File: src/rtl/axis_pha_run_controller_if.sv
// AXI4-Stream style handshake bundle used on both sides of the run controller.
//   tdata  : pulse height
//   tvalid : beat valid (driven by master)
//   tready : beat ready (driven by slave)
interface axis_pha_run_controller_if #(
  parameter int DW = 16
);
  logic [DW-1:0] tdata;
  logic          tvalid;
  logic          tready;

  modport master (output tdata, output tvalid, input tready);
  modport slave  (input tdata, input tvalid, output tready);
endinterface

File: src/rtl/axis_pha_run_controller.sv
// Pulse-height acquisition run controller.
// Gates the analyzer stream (s_axis) into the histogram stream (m_axis) for one
// run, applying a dead time after each accepted pulse, and ends the run on
// preset real time, preset event count, or a stop request.
// Ports:
//   aclk, aresetn      : clock, synchronous active-low reset
//   cfg_start          : level, rising edge starts a run (IDLE/DONE only)
//   cfg_stop           : level, forces end of run, blocks start
//   cfg_time/count/dead: presets (0 = unlimited for time/count)
//   s_axis (slave)     : pulse heights from analyzer
//   m_axis (master)    : forwarded pulse heights to histogram
//   sts_*              : run state and per-run counters
module axis_pha_run_controller #(
  parameter int AXIS_TDATA_WIDTH = 16,
  parameter int TIME_WIDTH       = 64,
  parameter int CNTR_WIDTH       = 32,
  parameter int DEAD_WIDTH       = 16
) (
  input  logic                   aclk,
  input  logic                   aresetn,
  input  logic                   cfg_start,
  input  logic                   cfg_stop,
  input  logic [TIME_WIDTH-1:0]  cfg_time,
  input  logic [CNTR_WIDTH-1:0]  cfg_count,
  input  logic [DEAD_WIDTH-1:0]  cfg_dead,
  axis_pha_run_controller_if.slave  s_axis,
  axis_pha_run_controller_if.master m_axis,
  output logic [1:0]             sts_state,
  output logic [TIME_WIDTH-1:0]  sts_time,
  output logic [CNTR_WIDTH-1:0]  sts_count,
  output logic [CNTR_WIDTH-1:0]  sts_reject
);

  typedef enum logic [1:0] {ST_IDLE = 2'd0, ST_RUN = 2'd1, ST_DONE = 2'd2} state_e;

  state_e                      state_q, state_d;
  logic                        start_q;
  logic [TIME_WIDTH-1:0]       time_q, time_d;
  logic [CNTR_WIDTH-1:0]       count_q, count_d;
  logic [CNTR_WIDTH-1:0]       reject_q, reject_d;
  logic [DEAD_WIDTH-1:0]       dead_q, dead_d;
  logic                        mvld_q, mvld_d;
  logic [AXIS_TDATA_WIDTH-1:0] mdata_q, mdata_d;

  logic                  run, start_edge, do_start;
  logic                  s_rdy, beat, accept, reject;
  logic                  time_exp, count_exp;
  logic [CNTR_WIDTH-1:0] count_inc;

  assign run        = (state_q == ST_RUN);
  assign start_edge = cfg_start & ~start_q;
  assign do_start   = ~run & start_edge & ~cfg_stop;
  // Stop discards the beat offered in the same cycle, so it never reaches the
  // accept/reject logic.
  assign beat       = run & ~cfg_stop & s_axis.tvalid & s_rdy;
  assign accept     = beat & (dead_q == '0);
  assign reject     = beat & (dead_q != '0);
  assign count_inc  = count_q + CNTR_WIDTH'(1);
  assign time_exp   = (cfg_time != '0) & (time_q == cfg_time - TIME_WIDTH'(1));
  assign count_exp  = accept & (cfg_count != '0) & (count_inc == cfg_count);

  // State register
  always_ff @(posedge aclk) begin
    if (!aresetn) state_q <= ST_IDLE;
    else          state_q <= state_d;
  end

  // Next-state logic; stop wins over every other exit condition
  always_comb begin
    state_d = state_q;
    case (state_q)
      ST_IDLE, ST_DONE: if (do_start) state_d = ST_RUN;
      ST_RUN:           if (cfg_stop | time_exp | count_exp) state_d = ST_DONE;
      default:          state_d = ST_IDLE;
    endcase
  end

  // Output logic: outside RUN the analyzer is drained unconditionally
  always_comb begin
    s_rdy = 1'b1;
    if (run && !cfg_stop) s_rdy = ~mvld_q | m_axis.tready;
  end

  // Datapath next-state
  always_comb begin
    time_d   = time_q;
    count_d  = count_q;
    reject_d = reject_q;
    dead_d   = (dead_q != '0) ? dead_q - DEAD_WIDTH'(1) : dead_q;
    mvld_d   = mvld_q;
    mdata_d  = mdata_q;
    if (do_start) begin
      time_d   = '0;
      count_d  = '0;
      reject_d = '0;
      dead_d   = '0;
    end else if (run) begin
      time_d = time_q + TIME_WIDTH'(1);
      if (accept) begin
        count_d = count_inc;
        dead_d  = cfg_dead;
      end
      if (reject && !(&reject_q)) reject_d = reject_q + CNTR_WIDTH'(1);
    end
    // Output register runs independently of state so a pending beat drains
    // after the run ends.
    if (accept) begin
      mvld_d  = 1'b1;
      mdata_d = s_axis.tdata;
    end else if (mvld_q && m_axis.tready) begin
      mvld_d  = 1'b0;
      mdata_d = '0;
    end
  end

  always_ff @(posedge aclk) begin
    if (!aresetn) begin
      start_q  <= 1'b0;
      time_q   <= '0;
      count_q  <= '0;
      reject_q <= '0;
      dead_q   <= '0;
      mvld_q   <= 1'b0;
      mdata_q  <= '0;
    end else begin
      start_q  <= cfg_start;
      time_q   <= time_d;
      count_q  <= count_d;
      reject_q <= reject_d;
      dead_q   <= dead_d;
      mvld_q   <= mvld_d;
      mdata_q  <= mdata_d;
    end
  end

  assign s_axis.tready = s_rdy;
  assign m_axis.tvalid = mvld_q;
  assign m_axis.tdata  = mdata_q;
  assign sts_state     = state_q;
  assign sts_time      = time_q;
  assign sts_count     = count_q;
  assign sts_reject    = reject_q;

endmodule

File: src/flat_wrapper.sv
// flat-port wrapper written by rule: the top's interface ports become plain ports
module axis_pha_run_controller_flat 
#(
  parameter int AXIS_TDATA_WIDTH = 16,
  parameter int TIME_WIDTH       = 64,
  parameter int CNTR_WIDTH       = 32,
  parameter int DEAD_WIDTH       = 16
)
  (aclk, aresetn, cfg_start, cfg_stop, cfg_time, cfg_count, cfg_dead, sts_state, sts_time, sts_count, sts_reject, s_axis_tdata, s_axis_tvalid, s_axis_tready, m_axis_tdata, m_axis_tvalid, m_axis_tready);
  axis_pha_run_controller_if #(.DW((16))) s_axis_i ();
  axis_pha_run_controller_if #(.DW((16))) m_axis_i ();
  input  logic aclk;
  input  logic aresetn;
  input  logic cfg_start;
  input  logic cfg_stop;
  input  logic [TIME_WIDTH-1:0] cfg_time;
  input  logic [CNTR_WIDTH-1:0] cfg_count;
  input  logic [DEAD_WIDTH-1:0] cfg_dead;
  output logic [1:0] sts_state;
  output logic [TIME_WIDTH-1:0] sts_time;
  output logic [CNTR_WIDTH-1:0] sts_count;
  output logic [CNTR_WIDTH-1:0] sts_reject;
  input wire logic [$bits(s_axis_i.tdata)-1:0] s_axis_tdata;
  input wire logic [$bits(s_axis_i.tvalid)-1:0] s_axis_tvalid;
  output wire logic [$bits(s_axis_i.tready)-1:0] s_axis_tready;
  output wire logic [$bits(m_axis_i.tdata)-1:0] m_axis_tdata;
  output wire logic [$bits(m_axis_i.tvalid)-1:0] m_axis_tvalid;
  input wire logic [$bits(m_axis_i.tready)-1:0] m_axis_tready;
  assign s_axis_i.tdata = s_axis_tdata;
  assign s_axis_i.tvalid = s_axis_tvalid;
  assign s_axis_tready = s_axis_i.tready;
  assign m_axis_tdata = m_axis_i.tdata;
  assign m_axis_tvalid = m_axis_i.tvalid;
  assign m_axis_i.tready = m_axis_tready;
  axis_pha_run_controller #(.AXIS_TDATA_WIDTH(AXIS_TDATA_WIDTH), .TIME_WIDTH(TIME_WIDTH), .CNTR_WIDTH(CNTR_WIDTH), .DEAD_WIDTH(DEAD_WIDTH)) u_core (.aclk(aclk), .aresetn(aresetn), .cfg_start(cfg_start), .cfg_stop(cfg_stop), .cfg_time(cfg_time), .cfg_count(cfg_count), .cfg_dead(cfg_dead), .s_axis(s_axis_i), .m_axis(m_axis_i), .sts_state(sts_state), .sts_time(sts_time), .sts_count(sts_count), .sts_reject(sts_reject));
endmodule
File: config.mk
export PLATFORM = sky130hd
export DESIGN_NAME = axis_pha_run_controller_flat
export DESIGN_NICKNAME = d
export VERILOG_FILES = /design/src/rtl/axis_pha_run_controller_if.sv /design/src/rtl/axis_pha_run_controller.sv /design/src/flat_wrapper.sv
export SDC_FILE = /design/constraint.sdc
export NUM_CORES = 1
export LEC_CHECK = 0
export CAP_MARGIN = 10
export CORE_MARGIN = 2
export CORE_UTILIZATION = 55
export CTS_BUF_LIST = sky130_fd_sc_hd__clkbuf_8
export CTS_CLUSTER_DIAMETER = 50
export DETAILED_ROUTE_END_ITERATION = 6
export PLACE_DENSITY = 0.91
export SYNTH_ARGS = -nofsm -noshare
export SYNTH_HDL_FRONTEND = slang
export SYNTH_SLANG_ARGS = --single-unit
File: constraint.sdc
create_clock -name aclk -period 5.56 [get_ports aclk]
set_input_delay 0.556 -clock aclk [delete_from_list [all_inputs] [get_ports aclk]]
set_output_delay 0.556 -clock aclk [all_outputs]
set_load 0.05 [all_outputs]
Word level (Yosys, flattened, before mapping)
Cells that the tools add are included. Widths: inputs -> output; s select.

Equality and inequality tests: 6. Bitwise gates (word level): 19. Shift-type cells: 0. Reductions and logical operators: 17. Order comparisons: 0. Add/sub/neg operators: 5. Multiplexer cells: 11. Div/mod/pow operators: 0. Multipliers: 0.

Operators with widths (number): $mux 16 (5); $add 32x1->32 const B (2); $add 64x1->64 const B (1); $eq 64x64->1 (1); $reduce_bool 64->1 (1); $sub 64x1->64 const B (1); $eq 32x32->1 (1); $reduce_and 32->1 (1); $reduce_bool 32->1 (1); $logic_not 16->1 (1); $reduce_bool 16->1 (1); $sub 16x1->16 const B (1); $and 1x1->1 (11); $reduce_and 2->1 (3); $not 1->1 (5); $mux 2 (2); $pmux 2 s2 (1); $reduce_or 2->1 (2); $logic_and 1x1->1 (3); $mux 1 (3); $or 1x1->1 (3); $eq 2x1->1 const B (1); $eq 2x2->1 const B (1); $logic_not 1->1 (2); 4 further kinds (4).

RAM bits: 0. Register bits: 164. Memories: 0. Output and inout bits: 148. Input port bits: 134. Logic and storage cells: 66. Bits in latches: 0. Memory bits (read-only): 0.

Logic depth before layout (Yosys ltp)
Gate-level depths: netlist of run 1.

Depth in word-level cells: 10. Depth in mapped cells: 11. Depth with buffers taken out: 11.

Worst setup path before layout of run 1
OpenSTA, ideal clock, no wires.

Path kind: in2reg. Start: in cfg_time[27]. End: reg u_core.state_q[0] (netlist: u_core.sts_state[0]). Path slack: 2227 ps. Arrival: 3217 ps. Data required time: 5444 ps. Buffers on the path: 0. Setup time: 116 ps. Stages on the path: 8. Cell sequence: or4_4 > or4_4 > nor4_4 > a41oi_1 > or4_1 > nor4_2 > nand4_1 > a31o_1.

Longest elaborated chain between the ends: 7. Elaborated cells between the ends (all ways): 8.

RTL lines: start: declaration (line flat_wrapper.sv:16) `input logic [TIME_WIDTH-1:0] cfg_time;`; $sub 64x1->64 (line axis_pha_run_controller.sv:59) `assign time_exp = (cfg_time != '0) & (time_q == cfg_time - TIME_WIDTH'(1));`; $eq 64x64->1 (line axis_pha_run_controller.sv:59); $and 1x1->1 (*) (line axis_pha_run_controller.sv:59); $or 1x1->1 (*) (2 in a row) (line axis_pha_run_controller.sv:73) `ST_RUN: if (cfg_stop | time_exp | count_exp) state_d = ST_DONE;`; $ne 2x2->1 (no line) (*); $reduce_and 2->1 (no line) (*); end signal: assignment (line axis_pha_run_controller.sv:65) `else state_q <= state_d;`; end: declaration (line axis_pha_run_controller.sv:36) `state_e state_q, state_d;`.

Mark *: on every way between the ends. The rest lies on a longest branch, timed or not. A chain may end at the register's enable or synchronous reset.

Final worst setup path of run 1
Start: in cfg_time[0]. End: reg u_core.state_q[0] (netlist: u_core.sts_state[0]).

The elaborated chain is that of the path after synthesis.

==> impl_metrics.yaml, run 1 <==
run_status:
  status: "finished clean"
floorplan:
  die_h_um: 144.6
  die_w_um: 144.6
  start_util_pct: 55.87
  coreArea_um2: 19460
  std_cell_rows: 51
  num_io_pins: 282
  dieArea_um2: 20910
drt:
  drc: 0
  ant_nets: 0
  vias: 11763
  drtPass1Iterations: 5
  drt_iter0_markers: 825
  wl_per_cell_um: 18.76
  wirelength_um: 36430
  routed_via_density: 6.057
sta:
  slew_headroom_pct: 25.93
  clock.fmax_mhz: 246.0
  finalHoldViolCount: 0
  grt_setup_unrepaired: "false"
  fin_crit_ps: 4064
  fin_tns_setup_ps: 0
  clock-skew-final_ps: 23.16
  fin_crit_sh_pct: 73.10
  finalSetupViolations: 0
  finalHoldWorstSlack_ps: 480.6
  finalMaxSlewViolations: 0
  tightestPinTransition_ps: 1101
layout:
  multiInputGateArea_um2: 7295
  ff_latch_area_um2: 3283
  diodes: 0
  drive_above_1_share_pct: 4.234
  syn2layout_area_growth_pct: 31.50
  fin_nets: 1804
  n_fill_cell: 1521
  utilization_pct: 73.46
cts:
  cts_setup_buffers: 0
  cts_tree: "done"
  cts_buffer_depth: 2
  clock-sinks: 164
  clkTransAtPathRegs_ps: 110
  h-tree-depth: 4
  cts_buffers: 17
  clockRootBuffer: "clkbuf_8"
  cts_hold_buf: 0
  worst_skew_pair.late_latency_ps: 490
  cts-resized-gates: 0
logic_synthesis:
  yosysMostFrequentCell: "nor2_1"
  synthCells: 1417
  synth-seq-cells: 164
  synth_cell_types: 68
  avgSynthCellArea_um2: 7.673
  synth_warnings: 0
  synthTopCellsByCount: "nor2_1, dfxtp_1, nand2_1"
  yosysTopAreaCell: "dfxtp_1"
  yosysSeqAreaShare_pct: 30.20
  synth_edf_count: 0
  synthTopCellsByArea: "dfxtp_1, xor2_1, xnor2_1"
  synth_top_area_share_pct: 30.20
  ys.flop_type: "dfxtp_1"
  syn_area_um2: 10870
  syn_nets: 1557
  synthArstFlopShare_pct: 0
global_routing:
  overflow: 0
  gr-usage-all-layers_pct: 34.21
  grt_pass1_vias: 11180
  grt_pass1_wl_um: 56600
  antenna_found_initial: 0
  grt_max_degree: 93
worst_setup_path:
  worstPathArrival_ps: 4440
  reg2reg_depth: 8
  critPathTopFamily: "simple AND/OR/NAND/NOR gates"
  cp.depth: 12
  cp_max_fo: 6
  startpoint_type: "input port"
  cp_slowest_cell: "nor4_1"
  critical_path_buf_inv_count: 2
  worstPathCellList: "clkdlybuf4s50_1 > inv_1 > ha_1 > nor3b_1 > nand2_1 > nor4_1 > nor4bb_1 > a21oi_1 > nor3_1 > and4_1 > nand4_1 > a31o_1"
  crit_required_ps: 5930
  critPathKind: "input port to flip-flop"
  end_kind: "flip-flop"
  slowest_delay_ps: 1000
power_and_ir_drop:
  power.leakage_nw: 4.626
  ir_drop_mv: 0.1897
  powerDensity_nw_per_um2: 197.8
placement:
  dpl.hpwl_um: 28570
  place.gp.congestion: 0.9606
  numPortBuffers: 281
hold_path:
  hold_class: "flip-flop to flip-flop"
  hold_depth: 2
job:
  maxCapViolCount: 0
## layer usage
layer | part of all wire [%] | global-route usage [%] | vias up
met5 | 0 | 0 | -
met4 | 3.6 | 15.38 | 0
met3 | 9.5 | 8.311 | 103
met2 | 47 | 56.87 | 610
met1 | 40 | 41.96 | 5498
li1 | - | - | 5552
## sequential cells by signal, summed over array words and instances (netlist names)
register,flops
u_core.sts_state,2
u_core.m_axis.tvalid,1
u_core.sts_count,32
u_core.dead_q,16
u_core.start_q,1
u_core.m_axis.tdata,16
u_core.sts_reject,32
u_core.sts_time,64
## cell usage in the layout (no fill, tap or decap), types with 11 or more instances in the layout
master	Yosys	layout
nor2_1	187	187
xnor2_1	113	113
and3_1	24	24
inv_1	20	20
a21boi_0	18	18
nor3_1	51	51
or4_1	21	21
o21ai_0	30	30
nand4_1	53	53
dfxtp_1	164	164
nand3_1	81	81
or2_2	11	11
a21oi_1	50	50
clkdlybuf4s50_1	0	281
or3_1	38	38
nand2_1	138	138
nor2b_1	13	13
xor2_1	127	127
and4_1	18	18
nor4_1	58	57
clkbuf_8	0	17
## stage by stage
stage	setup slack (ps)	total power, mW	instances	instance area, um2
finish	1496	2.828	1942	14300
detailed placement	1025	1.912	1910	13860
CTS	1511	2.833	1942	14300
floorplan	2227	1.679	1417	10870
global placement	1062	1.898	1910	13860
global route	1209	2.947	1942	14300
## cells by family (layout without fill, tap and decap cells)
| family | after synthesis | count (layout) | share of synthesized area [%] |
|---|---|---|---|
| buffers and inverters | 81 | 341 | 2.877 |
| DFF | 164 | 164 | 30.20 |
| AOI/OAI and AO/OA | 160 | 160 | 9.471 |
| xor gates and xnor gates | 240 | 240 | 19.33 |
| and+or+nand+nor | 756 | 756 | 36.48 |
| muxes | 10 | 10 | 0.9551 |
| adders and majority gates | 6 | 6 | 0.6904 |
## final timing paths
path | startpoint | to | slack, ps
min reg2reg | u_core.m_axis.tdata[13] | u_core.m_axis.tdata[13] | 480
min | u_core.m_axis.tdata[13] | u_core.m_axis.tdata[13] | 480
max reg2reg | u_core.sts_state[0] | u_core.sts_time[56] | 1740
max | cfg_time[0] | u_core.sts_state[0] | 1500
## area by class of cell
type / instances / area share (%)
Clock inverter: 15 / 1.444
Sequential cell: 164 / 22.96
Tap cell: 265 / 2.319
Clock buffer: 17 / 1.636
Timing Repair Buffer: 289 / 20.09
Inverter: 20 / 0.5251
Multi-Input combinational cell: 1172 / 51.02
## where the power goes
group	leakage, nW	internal [mW]	switching (mW)
sequential	1.32	1.22	0.0475
combinational	3.09	0.283	0.347
clock	0.216	0.358	0.573
## worst min-delay path, stage by stage (launching register included)
cell and delay [ps]:
dfxtp_1 320, nand3_1 50, a21boi_0 60
Note: power is estimated with default switching activity, not from simulation.
==> run 2: changes to the inputs <==
CORE_UTILIZATION = 51   (was 55)
PLACE_DENSITY = 0.85   (was 0.91)
clock period = 3.9 ns   (was 5.56 ns; I/O delays follow)
==> run 2 against run 1 <==
  * Critical path depth unchanged
  * Wire length grew 4.9%
  * Clock power rose by 26%
  * Non-clock buffer count rose by 75
  * Clock-buffer cell count is 2 higher
  * Power grew 38%
  * Worst setup slack lost 1100 ps
  * Largest power group unchanged
  * Worst hold slack worse by 5.8 ps
==> impl_metrics.yaml, run 2 (synthesis gave the netlist of run 1 again) <==
run_status:
  status: "finished clean"
layout:
  final_cell_mix: "clkdlybuf4s50_1, nor2_1, dfxtp_1, nand2_1, xor2_1"
  syn2layout_area_growth_pct: 36.04
  fin_nets: 1879
  fin_cells: 2027
  largest_reg_flops: 64
  diodes: 0
  multiInputGateArea_um2: 7295
  final_common_cell: "clkdlybuf4s50_1"
  ff_latch_area_um2: 3283
  drive_above_1_share_pct: 8.276
  n_fill_cell: 1774
hold_path:
  hold_class: "flip-flop to flip-flop"
  whs_endpoint: "u_core.m_axis.tdata[15]"
  min_from: "u_core.m_axis.tdata[15]"
  hold_depth: 2
worst_setup_path:
  cp_slowest_cell: "or4_1"
  end_kind: "flip-flop"
  startpoint_type: "input port"
  regToRegSetupSlack_ps: 540
  slowest_delay_ps: 520
  r2r_end: "u_core.sts_state[1]"
  cp_max_fo: 2
  worstPathArrival_ps: 3840
  worstPathCellList: "clkdlybuf4s50_1 > inv_1 > ha_1 > or3b_2 > or3_1 > a221o_1 > nor3_1 > o2111ai_1 > or4_1 > nor4_2 > nand4_1 > a31o_1"
  critPathKind: "input port to flip-flop"
  crit_required_ps: 4250
  timing.rr.start: "u_core.dead_q[9]"
  reg2reg_depth: 9
  critical_path.startpoint: "cfg_time[1]"
global_routing:
  gr-usage-all-layers_pct: 32.84
  grt_pass1_wl_um: 58720
  grt_max_degree: 73
  overflow: 0
  grt_pass1_vias: 11374
  antenna_found_initial: 0
floorplan:
  std_cell_rows: 53
  dieArea_um2: 22500
  num_io_pins: 282
  start_util_pct: 51.89
  die_w_um: 150.0
  die_h_um: 150.0
  coreArea_um2: 20960
drt:
  drtPass1Iterations: 6
  highest_layer: "met4"
  vias: 11994
  routed_via_density: 5.917
  drt_iter0_markers: 863
  drc: 0
  wl_per_cell_um: 18.85
  wirelength_um: 38210
  wl_met2_um: 18110
  wl_met1_um: 15610
  ant_nets: 0
  dr_wl_met3_um: 3401
power_and_ir_drop:
  power.leakage_nw: 4.974
  ir_drop_mv: 0.2513
  p_total_mw: 3.907
  powerDensity_nw_per_um2: 264.1
placement:
  numPortBuffers: 281
  place.gp.congestion: 0.9857
  dp.cells: 1995
  dpl.hpwl_um: 30340
  post-place-ws_ps: -12.96
sta:
  clock-skew-final_ps: 24.53
  slew_headroom_pct: 38.38
  tightestPinTransition_ps: 915.9
  fin_crit_sh_pct: 89.33
  finalSetupViolations: 0
  grt_setup_unrepaired: "false"
  clock.fmax_mhz: 287.0
  finalHoldViolCount: 0
  finalMaxSlewViolations: 0
  worst_slack_ps: 416.1
  fin_crit_ps: 3484
job:
  maxCapViolCount: 0
cts:
  clock-sinks: 164
  cts_setup_buffers: 0
  cts-resized-gates: 0
  clockRootBuffer: "clkbuf_8"
  worst_skew_pair.late_latency_ps: 460
  cts_tree: "done"
  clkTransAtPathRegs_ps: 90
  cts_hold_buf: 0
  cts_buffers: 17
  h-tree-depth: 4
  cts_buffer_depth: 2
==> run 2: routing by layer <==
metal	up-vias	global-route usage, %
met1	5644	40.99
met4	0	11.23
li1	5705	-
met5	-	0
met2	563	55.73
met3	82	7.439
==> run 2: report_power, final <==
part,internal [mW],switching (mW)
clock,0.486,0.680
combinational,0.428,0.504
sequential,1.74,0.0700
==> run 2: worst max path at each step <==
stage	to	cells after the start
6_report	u_core.sts_state[0]	12
3_3_place_gp	u_core.sts_state[0]	12
2_1_floorplan	u_core.sts_time[51]	11
5_1_grt	u_core.sts_state[0]	12
3_5_place_dp	u_core.sts_state[0]	13
4_1_cts	u_core.sts_state[0]	13
==> run 2: per-stage QoR <==
step                setup TNS, ps  util, %  instance area [um2]  hold WS [ps]
floorplan                       0        -                10870         470.8
global placement           -20.69    68.87                14430         456.7
detailed placement         -12.96    68.87                14430         468.2
CTS                             0    70.59                14790         470.6
global route                    0    70.59                14790         485.4
finish                          0    70.59                14790         474.8
==> run 2: worst max-delay path, delay by kind of cell <==
family | cells | cell delay (ps)
AOI/OAI and AO/OA | 3 | 790
adders and majority gates | 1 | 170
buffers and inverters | 2 | 530
and+or+nand+nor | 6 | 1950
==> run 2: area by class of cell <==
class	instances	area share, %
multi-input cells	1172	49.31
repair buffers	364	23.23
flip-flops and latches	164	22.20
well taps	275	2.326
clock buffers	19	1.768
clock inverters	13	0.6598
inverters	20	0.5075
==> run 3: changes to the inputs <==
CORE_UTILIZATION = 50   (was 51)
CTS_BUF_LIST = unset   (was sky130_fd_sc_hd__clkbuf_8)
PLACE_DENSITY = 0.84   (was 0.85)
==> run 3 against run 2 <==
  * Sequential share of layout area shrank 0.41 points
  * Worst setup slack got worse by 170 ps
  * Critical path depth grew 1
  * Utilization up 0.64 points
  * Sequential power is essentially flat
  * Power increased by 15%
  * Via count increased by 0.79%
  * Clock power is 49% higher
==> impl_metrics.yaml, run 3 (synthesis gave the netlist of run 1 again) <==
layout:
  final_cell_mix: "clkdlybuf4s50_1, nor2_1, dfxtp_1, nand2_1, xor2_1"
  stdcell_area_um2: 15070
  diodes: 0
  drive_above_1_share_pct: 8.281
  final_common_cell: "clkdlybuf4s50_1"
  syn2layout_area_growth_pct: 38.57
  fin_nets: 1878
  largest_reg_flops: 64
sta:
  finalHoldWorstSlack_ps: 474.3
  grt_setup_unrepaired: "false"
  tightestPinTransition_ps: 852.7
  clock-skew-final_ps: 17.58
  fin_crit_sh_pct: 93.61
  clock.fmax_mhz: 273.9
  finalHoldViolCount: 0
  finalSetupViolations: 0
  finalMaxSlewViolations: 0
  slew_headroom_pct: 42.63
  fin_crit_ps: 3651
hold_path:
  hold_depth: 2
  whs_endpoint: "u_core.m_axis.tdata[2]"
  hold_class: "flip-flop to flip-flop"
  min_from: "u_core.m_axis.tdata[2]"
worst_setup_path:
  worstPathArrival_ps: 3980
  r2r_end: "u_core.sts_state[1]"
  critPathKind: "input port to flip-flop"
  timing.rr.start: "u_core.sts_count[10]"
  end_kind: "flip-flop"
  reg2reg_depth: 9
  startpoint_type: "input port"
  cp_max_fo: 4
  crit_required_ps: 4220
  regToRegSetupSlack_ps: 300
cts:
  cts_hold_buf: 0
  cts-resized-gates: 0
  clockRootBuffer: "clkbuf_16"
  cts_setup_buffers: 0
  cts_buffers: 17
  cts_tree: "done"
  cts_buffer_depth: 2
  clkTransAtPathRegs_ps: 80
  worst_skew_pair.late_latency_ps: 440
  clock-sinks: 164
  h-tree-depth: 4
drt:
  routed_via_density: 5.967
  ant_nets: 0
  wl_per_cell_um: 18.77
  wirelength_um: 38030
  drtPass1Iterations: 6
  vias: 12089
  drt_iter0_markers: 853
  drc: 0
global_routing:
  overflow: 0
  grt_pass1_vias: 11322
  antenna_found_initial: 0
  grt_max_degree: 76
  grt_pass1_wl_um: 58750
  gr-usage-all-layers_pct: 32.41
run_status:
  status: "finished clean"
placement:
  place.gp.congestion: 1.018
  dpl_cell_area_um2: 14440
  numPortBuffers: 281
  dpl.hpwl_um: 29550
job:
  maxCapViolCount: 0
power_and_ir_drop:
  powerDensity_nw_per_um2: 298.3
  power.leakage_nw: 5.084
  ir_drop_mv: 0.2758
floorplan:
  dieArea_um2: 22940
  die_w_um: 151.5
  coreArea_um2: 21150
  start_util_pct: 51.40
  die_h_um: 151.5
  std_cell_rows: 53
  num_io_pins: 282
==> run 3: changes by cell type in the layout (fill, tap and decap cells not counted) <==
cell        previous run  this run
buf_12                 0         1
clkinv_4               1         0
inv_1                 21        20
clkinvlp_4             1         0
clkinv_8               0         7
clkinv_2               4         0
clkbuf_16              0        17
buf_4                 83        81
clkbuf_8              19         0
inv_12                 0         2
==> run 3: worst max-delay path by stage <==
stage	from	end	slack, ps	cells past startpoint
after global placement	cfg_time[9]	u_core.sts_state[0]	-80	13
after detailed placement	cfg_time[9]	u_core.sts_state[0]	0.5	13
final	cfg_time[9]	u_core.sts_state[0]	250	13
after global routing	cfg_time[9]	u_core.sts_state[0]	110	13
after CTS	u_core.dead_q[9]	u_core.sts_state[1]	370	9
after floorplan	u_core.sts_time[9]	u_core.sts_time[51]	570	11
==> run 3: through the flow <==
stage,total power [mW],worst slack [ps],instances,TNS [ps],utilization (%)
finish,4.494,249.4,2026,0,71.22
global route,4.681,105.5,2026,0,71.22
CTS,4.495,366.9,2026,0,71.22
detailed placement,2.762,0.4805,1994,0,68.25
global placement,2.744,-78.79,1994,-78.79,68.25
floorplan,2.394,569.0,1417,0,-
==> run 3: layout make-up <==
| class | count | area (um2) |
|---|---|---|
| flip-flops and latches | 164 | 3283 |
| inverters | 20 | 75.07 |
| clock buffers | 17 | 425.4 |
| clock inverters | 15 | 203.9 |
| fillers | 1698 | 6087 |
| well taps | 275 | 344.1 |
| multi-input cells | 1172 | 7295 |
| repair buffers | 363 | 3441 |
==> run 3: per-layer routing <==
metal / GRT usage [%] / share of wire, % / vias to the layer above
li1: - / - / 5708
met3: 7.006 / 9.6 / 108
met2: 51.99 / 45 / 614
met4: 13.18 / 3.6 / 0
met5: 0 / 0 / -
met1: 42.40 / 42 / 5659
==> run 3: worst max-delay path: stages <==
cell	delay (ps)
clkdlybuf4s50_1	450
nor4_1	770
buf_4	240
nand4_1	180
nor4_1	440
buf_4	200
mux2i_1	70
a31oi_1	210
a31oi_1	60
nor4bb_1	320
buf_4	180
nand4_1	190
a31o_1	270
==> run 3: report_power, final <==
part	total, mW	switching (mW)	internal [mW]	leakage (nW)
clock	1.74	0.857	0.886	0.303
sequential	1.81	0.0707	1.74	1.32
combinational	0.942	0.513	0.428	3.46
total	4.49	1.44	3.05	5.08
